File: src/rtl/mem_stage_lsu_pkg.sv
// Shared definitions for the memory-stage LSU: Func3 codes, FSM states, byte-enable patterns.
// Also holds the small decode helpers used by the top.
package mem_stage_lsu_pkg;

    localparam logic [2:0] F3_B  = 3'b000;
    localparam logic [2:0] F3_H  = 3'b001;
    localparam logic [2:0] F3_W  = 3'b010;
    localparam logic [2:0] F3_BU = 3'b100;
    localparam logic [2:0] F3_HU = 3'b101;

    localparam logic [3:0] BE_B = 4'b0001;
    localparam logic [3:0] BE_H = 4'b0011;
    localparam logic [3:0] BE_W = 4'b1111;

    typedef enum logic [1:0] {
        S_IDLE = 2'd0,
        S_WAIT = 2'd1,
        S_DONE = 2'd2
    } lsu_state_t;

    function automatic logic f3_illegal(input logic [2:0] f3);
        return (f3 == 3'b011) || (f3 == 3'b110) || (f3 == 3'b111);
    endfunction

    // Halfwords (signed or unsigned) need even addresses, words need 4-byte alignment.
    function automatic logic f3_misaligned(input logic [2:0] f3, input logic [1:0] off);
        return ((f3 == F3_H || f3 == F3_HU) && off[0]) || (f3 == F3_W && off != 2'b00);
    endfunction

endpackage

File: src/rtl/mem_stage_lsu_load_align.sv
// Combinational load aligner: picks the byte/half addressed by off and sign/zero extends it.
// Used for both the live ack path and the completion capture path.
module mem_load_align
    import mem_stage_lsu_pkg::*;
(
    input  logic [31:0] rdata,
    input  logic [1:0]  off,
    input  logic [2:0]  f3,
    output logic [31:0] result
);

    logic [31:0] sh;

    always_comb begin
        sh = rdata >> {off, 3'b000};
        case (f3)
            F3_B:    result = {{24{sh[7]}}, sh[7:0]};
            F3_H:    result = {{16{sh[15]}}, sh[15:0]};
            F3_BU:   result = {24'd0, sh[7:0]};
            F3_HU:   result = {16'd0, sh[15:0]};
            default: result = rdata;
        endcase
    end

endmodule

File: src/rtl/mem_stage_lsu.sv
// Memory-stage load/store unit: issues req/ack bus transfers, stalls on wait states,
// flags misaligned/illegal accesses and times out dead transfers.
module mem_stage_lsu
    import mem_stage_lsu_pkg::*;
#(
    parameter int TIMEOUT = 16
) (
    input  logic        clk,
    input  logic        reset,
    input  logic        MemReadM,
    input  logic        MemWriteM,
    input  logic [2:0]  Func3M,
    input  logic [31:0] ALUResultM,
    input  logic [31:0] WriteDataM,
    input  logic        HoldM,
    output logic        StallM,
    output logic [31:0] ReadDataM,
    output logic        MisalignM,
    output logic        AccessErrM,
    output logic        dmem_req,
    output logic        dmem_we,
    output logic [31:0] dmem_addr,
    output logic [31:0] dmem_wdata,
    output logic [3:0]  dmem_be,
    input  logic        dmem_ack,
    input  logic [31:0] dmem_rdata
);

    localparam int CW = $clog2(TIMEOUT + 1);

    lsu_state_t  state, state_nxt;
    logic [CW-1:0] cnt, cnt_nxt;

    logic [31:0] cap_rdata;
    logic [1:0]  cap_off;
    logic [2:0]  cap_f3;
    logic        cap_ld;
    logic        cap_err;
    logic        cap_load;
    logic        cap_timeout;

    logic        access, illegal, misal, go;
    logic [1:0]  off;
    logic [31:0] live_align, cap_align;
    logic        req, stall, misal_o, err_o;
    logic [31:0] rdata_o;

    assign off     = ALUResultM[1:0];
    assign access  = MemReadM | MemWriteM;
    assign illegal = f3_illegal(Func3M) | (MemWriteM & Func3M[2]) | (MemReadM & MemWriteM);
    assign misal   = f3_misaligned(Func3M, off);
    assign go      = access & ~illegal & ~misal;

    mem_load_align u_live_align (
        .rdata  (dmem_rdata),
        .off    (off),
        .f3     (Func3M),
        .result (live_align)
    );

    mem_load_align u_cap_align (
        .rdata  (cap_rdata),
        .off    (cap_off),
        .f3     (cap_f3),
        .result (cap_align)
    );

    // Store lanes: replicate data across the word so the byte enables alone pick the target lanes.
    always_comb begin
        dmem_be    = BE_W;
        dmem_wdata = WriteDataM;
        if (MemWriteM) begin
            case (Func3M[1:0])
                2'b00: begin
                    dmem_be    = BE_B << off;
                    dmem_wdata = {4{WriteDataM[7:0]}};
                end
                2'b01: begin
                    dmem_be    = BE_H << off;
                    dmem_wdata = {2{WriteDataM[15:0]}};
                end
                default: ;
            endcase
        end
    end

    assign dmem_addr = {ALUResultM[31:2], 2'b00};
    assign dmem_we   = MemWriteM;

    always_comb begin
        state_nxt   = state;
        cnt_nxt     = cnt;
        req         = 1'b0;
        stall       = 1'b0;
        misal_o     = 1'b0;
        err_o       = 1'b0;
        rdata_o     = 32'd0;
        cap_load    = 1'b0;
        cap_timeout = 1'b0;
        case (state)
            S_IDLE: begin
                misal_o = access & misal;
                err_o   = access & illegal;
                if (go) begin
                    req = 1'b1;
                    if (dmem_ack) begin
                        rdata_o   = MemReadM ? live_align : 32'd0;
                        cap_load  = 1'b1;
                        state_nxt = HoldM ? S_DONE : S_IDLE;
                    end else begin
                        stall     = 1'b1;
                        state_nxt = S_WAIT;
                        cnt_nxt   = CW'(1);
                    end
                end
            end
            S_WAIT: begin
                if (cnt == CW'(TIMEOUT)) begin
                    // Timeout wins over a coincident ack: the transfer is already declared dead.
                    err_o       = 1'b1;
                    cap_load    = 1'b1;
                    cap_timeout = 1'b1;
                    cnt_nxt     = '0;
                    state_nxt   = HoldM ? S_DONE : S_IDLE;
                end else begin
                    req = 1'b1;
                    if (dmem_ack) begin
                        rdata_o   = MemReadM ? live_align : 32'd0;
                        cap_load  = 1'b1;
                        cnt_nxt   = '0;
                        state_nxt = HoldM ? S_DONE : S_IDLE;
                    end else begin
                        stall   = 1'b1;
                        cnt_nxt = cnt + CW'(1);
                    end
                end
            end
            S_DONE: begin
                rdata_o = cap_ld ? cap_align : 32'd0;
                err_o   = cap_err;
                if (!HoldM) state_nxt = S_IDLE;
            end
            default: state_nxt = S_IDLE;
        endcase
    end

    always_ff @(posedge clk) begin
        if (reset) begin
            state     <= S_IDLE;
            cnt       <= '0;
            cap_rdata <= 32'd0;
            cap_off   <= 2'd0;
            cap_f3    <= 3'd0;
            cap_ld    <= 1'b0;
            cap_err   <= 1'b0;
        end else begin
            state <= state_nxt;
            cnt   <= cnt_nxt;
            if (cap_load) begin
                cap_rdata <= cap_timeout ? 32'd0 : dmem_rdata;
                cap_off   <= off;
                cap_f3    <= Func3M;
                cap_ld    <= MemReadM & ~cap_timeout;
                cap_err   <= cap_timeout;
            end
        end
    end

    assign dmem_req   = req & ~reset;
    assign StallM     = stall & ~reset;
    assign MisalignM  = misal_o & ~reset;
    assign AccessErrM = err_o & ~reset;
    assign ReadDataM  = reset ? 32'd0 : rdata_o;

endmodule

File: config.mk
export PLATFORM = sky130hd
export DESIGN_NAME = mem_stage_lsu
export DESIGN_NICKNAME = d
export VERILOG_FILES = /design/src/rtl/mem_stage_lsu_pkg.sv /design/src/rtl/mem_stage_lsu_load_align.sv /design/src/rtl/mem_stage_lsu.sv
export SDC_FILE = /design/constraint.sdc
export NUM_CORES = 1
export LEC_CHECK = 0
export CAP_MARGIN = 20
export CORE_AREA = 5 5 103 105
export CTS_CLUSTER_DIAMETER = 100
export DETAILED_ROUTE_END_ITERATION = 8
export DIE_AREA = 0 0 108 110
export GPL_TIMING_DRIVEN = 0
export MAX_ROUTING_LAYER = met4
export PLACE_DENSITY = 0.87
export SLEW_MARGIN = 20
export SYNTH_ARGS = -nofsm -noshare
export SYNTH_HDL_FRONTEND = slang
export SYNTH_SLANG_ARGS = --single-unit
File: constraint.sdc
create_clock -name clk -period 4.28 [get_ports clk]
set_input_delay 0.856 -clock clk [delete_from_list [all_inputs] [get_ports clk]]
set_output_delay 0.856 -clock clk [all_outputs]
set_load 0.05 [all_outputs]
# Word-level counts from Yosys, hierarchy flattened
# Cells that the tools add are included.
[totals]
out_inout_bits = 105
regBits = 46
[classes]
addsub = 1
reduce_logical = 14
n_eq_ne = 18
muxes = 41
bitwise_logic = 18
shift = 4
[ops]
columns = ["op", "n"]
rows = [
  ["two-way mux 32 bit", 8],
  ["one-hot mux 32 bit (4 select lines)", 2],
  ["one-hot mux 32 bit (3 select lines)", 1],
  ["one-hot mux 32 bit (2 select lines)", 1],
  ["right shift 32 x 5 -> 16 bit", 2],
  ["two-way mux 5 bit", 4],
  ["== test 3 bit (second input constant)", 6],
  ["two-way mux 2 bit", 6],
  ["AND 1 bit", 11],
  ["two-way mux 1 bit", 11],
  ["one-hot mux 5 bit (2 select lines)", 1],
  ["one-hot mux 4 bit (2 select lines)", 1],
  ["== test 3 x 1 -> 1 bit (second input constant)", 2],
  ["== test 3 x 2 -> 1 bit (second input constant)", 2],
  ["zero test 3 bit", 2],
  ["!= test 2 bit (second input constant)", 3],
  ["one-hot mux 1 bit (2 select lines)", 3],
  ["one-hot mux 2 bit (3 select lines)", 1],
  ["AND reduction 3 bit", 2],
  ["adder 5 x 1 -> 5 bit (second input constant)", 1],
  ["== test 5 bit (second input constant)", 1],
  ["== test 2 x 1 -> 1 bit (second input constant)", 2],
  ["zero test 2 bit", 2],
  ["logical OR 1 bit", 4],
  ["other kinds (10)", 17],
]

# Logic depth before layout (Yosys ltp)
[logic_depth]
depth_word = 11
ltp_mapped = 9
ltp_nobuf = 7

# Hierarchy
# From an unflattened synthesis, not the netlist that was laid out.
[hier_totals]
cells_unflattened = 617
area_unflattened_um2 = 4565.6
[modules_own_cells]
columns = ["module", "n_inst", "seq_area_each_um2", "area_per_inst_um2", "cells_each"]
rows = [
  ["mem_stage_lsu", 1, 920.9, 3181.8, 405],
  ["mem_load_align", 2, 0.0, 691.9, 106],
]

# Worst setup path before layout
# OpenSTA, ideal clock, no wires.
[synth_path]
path_kind = "input to output"
start = "input port Func3M[1]"
end = "output port ReadDataM[16]"
path_buffers = 1
setup_slack_ns = 0.127
stages = 6
arrival_ns = 3.297
path_cell_list = "buf_6 nor4b_4 a211oi_2 o41ai_2 nand2_2 o32ai_1"
[synth_via]
elab_chain_cells = 11
word_cells_on_any_way = 27
cone_classes = "eq/ne (7); mux (7); bitwise (6); reduce/logical (7)"
[synth_rtl]
columns = ["element", "line_no", "rtl"]
rows = [
  ["start, declared", "mem_stage_lsu.sv:12", "input logic [2:0] Func3M,"],
  ["== test 3 x 2 -> 1 bit or == test 3 bit (tied branches)", "mem_stage_lsu_pkg.sv:22", "return (f3 == 3'b011) || (f3 == 3'b110) || (f3 == 3'b111);"],
  ["logical OR 1 bit (2 in a row)", "mem_stage_lsu_pkg.sv:22", ""],
  ["bitwise OR 1 bit (2 in a row)", "mem_stage_lsu.sv:50", "assign illegal = f3_illegal(Func3M) | (MemWriteM & Func3M[2]) | (MemReadM & MemWriteM);"],
  ["inverter 1 bit", "mem_stage_lsu.sv:52", "assign go = access & ~illegal & ~misal;"],
  ["AND 1 bit (2 in a row)", "mem_stage_lsu.sv:52", ""],
  ["two-way mux 32 bit", "mem_stage_lsu.sv:104", "if (go) begin"],
  ["one-hot mux 32 bit (3 select lines) (*)", "mem_stage_lsu.sv:100", "case (state)"],
  ["two-way mux 32 bit (*)", "mem_stage_lsu.sv:173", "assign ReadDataM = reset ? 32'd0 : rdata_o;"],
  ["end, declared", "mem_stage_lsu.sv:17", "output logic [31:0] ReadDataM,"],
]
# Every way passes the cells marked *; elsewhere a longest branch is shown, timed or not.

# Final worst setup path
[layout_path]
start = "input port Func3M[0]"
end = "output port ReadDataM[18]"
# Same word-level chain as after synthesis.

==> impl_metrics.env <==
export IMPL_antenna_found_initial=1
export IMPL_nNetsFinal=838
export IMPL_cp_top_family="buffers and inverters"
export IMPL_switchingPower_uw=595.2
export IMPL_clock_skew_ns=0.01044
export IMPL_critPathBufInv=4
export IMPL_io_pins=210
export IMPL_place_congestion=0.9960
export IMPL_fmaxAchievable_mhz=235.8
export IMPL_grt_pass1_wl_mm=27.54
export IMPL_final_cell_mix="clkdlybuf4s50_1, nor2_1, a21oi_1, dfxtp_1, nand2_1"
export IMPL_min_period_over_period_pct=99.09
export IMPL_die_w_um=108
export IMPL_syn_mean_instance_area_um2=7.657
export IMPL_p_comb_share_pct=45.0
export IMPL_syn_inst=551
export IMPL_wirelength_mm=18.51
export IMPL_final_common_cell="clkdlybuf4s50_1"
export IMPL_fillers=835
export IMPL_slew_viol_final=0
export IMPL_power_density_mw_per_mm2=237.7
export IMPL_wl_per_cell_um=21.40
export IMPL_end_kind="output pin"
export IMPL_crit_type="input port to output pin"
export IMPL_drt_initial_drc_count=609
export IMPL_io_buffers=171
export IMPL_cp_required_ns=3.42
export IMPL_status="finished clean"
export IMPL_slew_headroom_pct=47.39
export IMPL_syn_cell_area_mm2=0.004219
export IMPL_cts_tree="built"
export IMPL_p_clk_share_pct=23.1
export IMPL_grt_max_degree=14
export IMPL_drc=0
export IMPL_synth_edf_count=0
export IMPL_ant_nets=0
export IMPL_synth_compound_area_share_pct=38.73
export IMPL_start_kind="input port"
export IMPL_p_total_mw=1.489
export IMPL_leakage_nw=2.446
export IMPL_cts_root_buf="clkbuf_8"
export IMPL_drtPass1Iterations=6
export IMPL_hold_violations=0
export IMPL_clock_latency_ns=0.30
export IMPL_synth_distinct_cells=55
export IMPL_initial_core_util_pct=44.18
export IMPL_layout_setup_ws_ns=0.03902
export IMPL_cts_hold_buf=0
export IMPL_p_int_uw=894.1
export IMPL_synth_xor_area_share_pct=0.2076
export IMPL_worst_pin_slew_ns=0.7892
export IMPL_place_hpwl_mm=14.77
export IMPL_crit_arrival_ns=3.38
export IMPL_layout_drive_gt1_share_pct=18.06
export IMPL_synth_seq_cells=46
export IMPL_synth_simple_area_share_pct=16.46
export IMPL_setup_violations=0
export IMPL_totalNegativeSetupSlack_ns=0
export IMPL_synthToLayoutAreaGrowth_pct=48.52
export IMPL_synth_ff_type="dfxtp_1"
export IMPL_dieArea_mm2=0.01188
export IMPL_grt_ovfl_total=0
export IMPL_path_clk_slew_ns=0.09
export IMPL_cap_violations=0
export IMPL_numCtsBuffers=5
export IMPL_p_sw_share_pct=39.97
export IMPL_synth_mux_area_share_pct=7.117
export IMPL_min_period_ns=4.241
export IMPL_die_h_um=110
export IMPL_track_usage_pct=30.65
export IMPL_rows=36
export IMPL_clock_sinks=46
export IMPL_ir_drop_v=0.0001166
export IMPL_crit_chain="clkdlybuf4s50_1 -> buf_2 -> nor4_4 -> o41ai_4 -> buf_4 -> nand2_2 -> o32ai_1 -> clkdlybuf4s15_1"
export IMPL_coreArea_mm2=0.009549
export IMPL_synthAdderAreaFrac_pct=0.5931
export IMPL_yosys_warnings=0
export IMPL_hp_class="register to register"
export IMPL_critPathSlowestCell="clkdlybuf4s15_1"
export IMPL_async_reset_ff_share_pct=0
export IMPL_vias=5177
export IMPL_cts_buffer_depth=2
export IMPL_htreeDepth=2
export IMPL_synth_top_family_by_area="compound AO/OA/AOI/OAI gates"
export IMPL_sequentialPowerShare_pct=31.9
export IMPL_ys_seq_area_share_pct=21.83
export IMPL_grt_pass1_vias=5046
export IMPL_slowest_delay_ns=0.56
export IMPL_cp_max_fo=10
export IMPL_dp_slack_ns=-0.7627
export IMPL_vias_per_cell=5.985
==> power by group through the flow <==
stage               Clock [mW]  Sequential [mW]  Combinational (mW)
floorplan                    0            0.473               0.415
global placement             0            0.483               0.650
detailed placement           0            0.483               0.656
CTS                      0.343            0.473               0.659
global route             0.356            0.477               0.702
finish                   0.344            0.475               0.670
==> metrics by stage <==
step                      util (%)  area (um2)  hold slack (ns)  instances
after floorplan                  -        4223           0.4424        552
after global placement       63.89        6101           0.4616        856
after detailed placement     63.89        6101           0.4696        856
after CTS                    65.47        6252           0.4868        863
after global routing         65.62        6266           0.5141        865
final                        65.62        6266           0.4906        865
==> cells in the mapped netlist, types with 8 or more instances <==
master,count,area (um2)
clkbuf_1,27,101.4
o21ai_1,8,40.04
a21oi_1,46,230.2
o32ai_2,10,162.7
a22o_1,33,289.0
mux2i_1,21,210.2
nor2_1,47,176.4
o22ai_1,20,125.1
nand2_1,45,168.9
and2_1,8,50.05
o21ai_0,33,165.2
inv_1,16,60.06
a21boi_0,16,120.1
buf_6,9,101.4
buf_4,42,315.3
o221ai_1,15,131.4
dfxtp_1,46,920.9
nor2b_1,11,68.82
mux2_2,8,90.09
==> registers in the layout, summed over array words and instances, names as in the netlist <==
| register | flops |
|---|---|
| cap_rdata | 32 |
| cnt | 5 |
| cap_f3 | 3 |
| cap_off | 2 |
| state | 2 |
| cap_err | 1 |
| cap_ld | 1 |
==> repair_timing <==
action	4_1_cts	5_1_grt
pin swaps	1	1
resized for setup	87	21
buffers inserted	0	1
setup endpoints to repair	48	43
==> kinds of logic after synthesis <==
| kind of cell | after synthesis |
|---|---|
| AO/OA/AOI/OAI | 222 |
| AND/OR/NAND/NOR | 144 |
| buffers and inverters | 106 |
| flip-flops | 46 |
| multiplexers | 29 |
| adder cells (fa/ha/maj) | 2 |
| other | 1 |
| XOR/XNOR | 1 |
==> area by class of cell <==
| type | instances | area (um2) | area share (%) |
|---|---|---|---|
| Inverter | 17 | 63.81 | 1.018 |
| Multi-Input combinational cell | 400 | 2721 | 43.43 |
| Timing Repair Buffer | 172 | 1707 | 27.24 |
| Tap cell | 133 | 166.4 | 2.656 |
| Sequential cell | 46 | 920.9 | 14.70 |
| Clock buffer | 6 | 82.58 | 1.318 |
| Buffer | 89 | 571.8 | 9.125 |
| Antenna cell | 1 | 2.502 | 0.03994 |
| Clock inverter | 1 | 30.03 | 0.4792 |
==> worst register-to-register path, cell delays in order, from the launching register on <==
cell and delay (ns):
dfxtp_1 0.44, inv_1 0.07, ha_1 0.19, and4bb_2 0.28, o21ai_0 0.30, o41ai_4 0.23, a21oi_2 0.38, buf_6 0.23
a22o_1 0.16
==> per-layer routing <==
| layer | up-vias | GRT usage (%) | wire [um] |
|---|---|---|---|
| li1 | 2353 | - | - |
| met1 | 2433 | 37.96 | 7392 |
| met2 | 339 | 49.11 | 8703 |
| met3 | 52 | 6.290 | 1689 |
| met4 | 0 | 12.35 | 729 |
| met5 | - | - | 0 |
==> final timing paths <==
kind / from / endpoint / slack (ns) / cells after the start
max: Func3M[0] / ReadDataM[18] / 0.04 / 8
min reg2reg: cnt[4]$_SDFFE_PP0P_ / cnt[4]$_SDFFE_PP0P_ / 0.49 / 1
min: cnt[4]$_SDFFE_PP0P_ / cnt[4]$_SDFFE_PP0P_ / 0.49 / 1
max reg2reg: cnt[0]$_SDFFE_PP0P_ / cap_rdata[11]$_SDFFE_PP0P_ / 1.95 / 8
(Power assumes the default switching activity.)
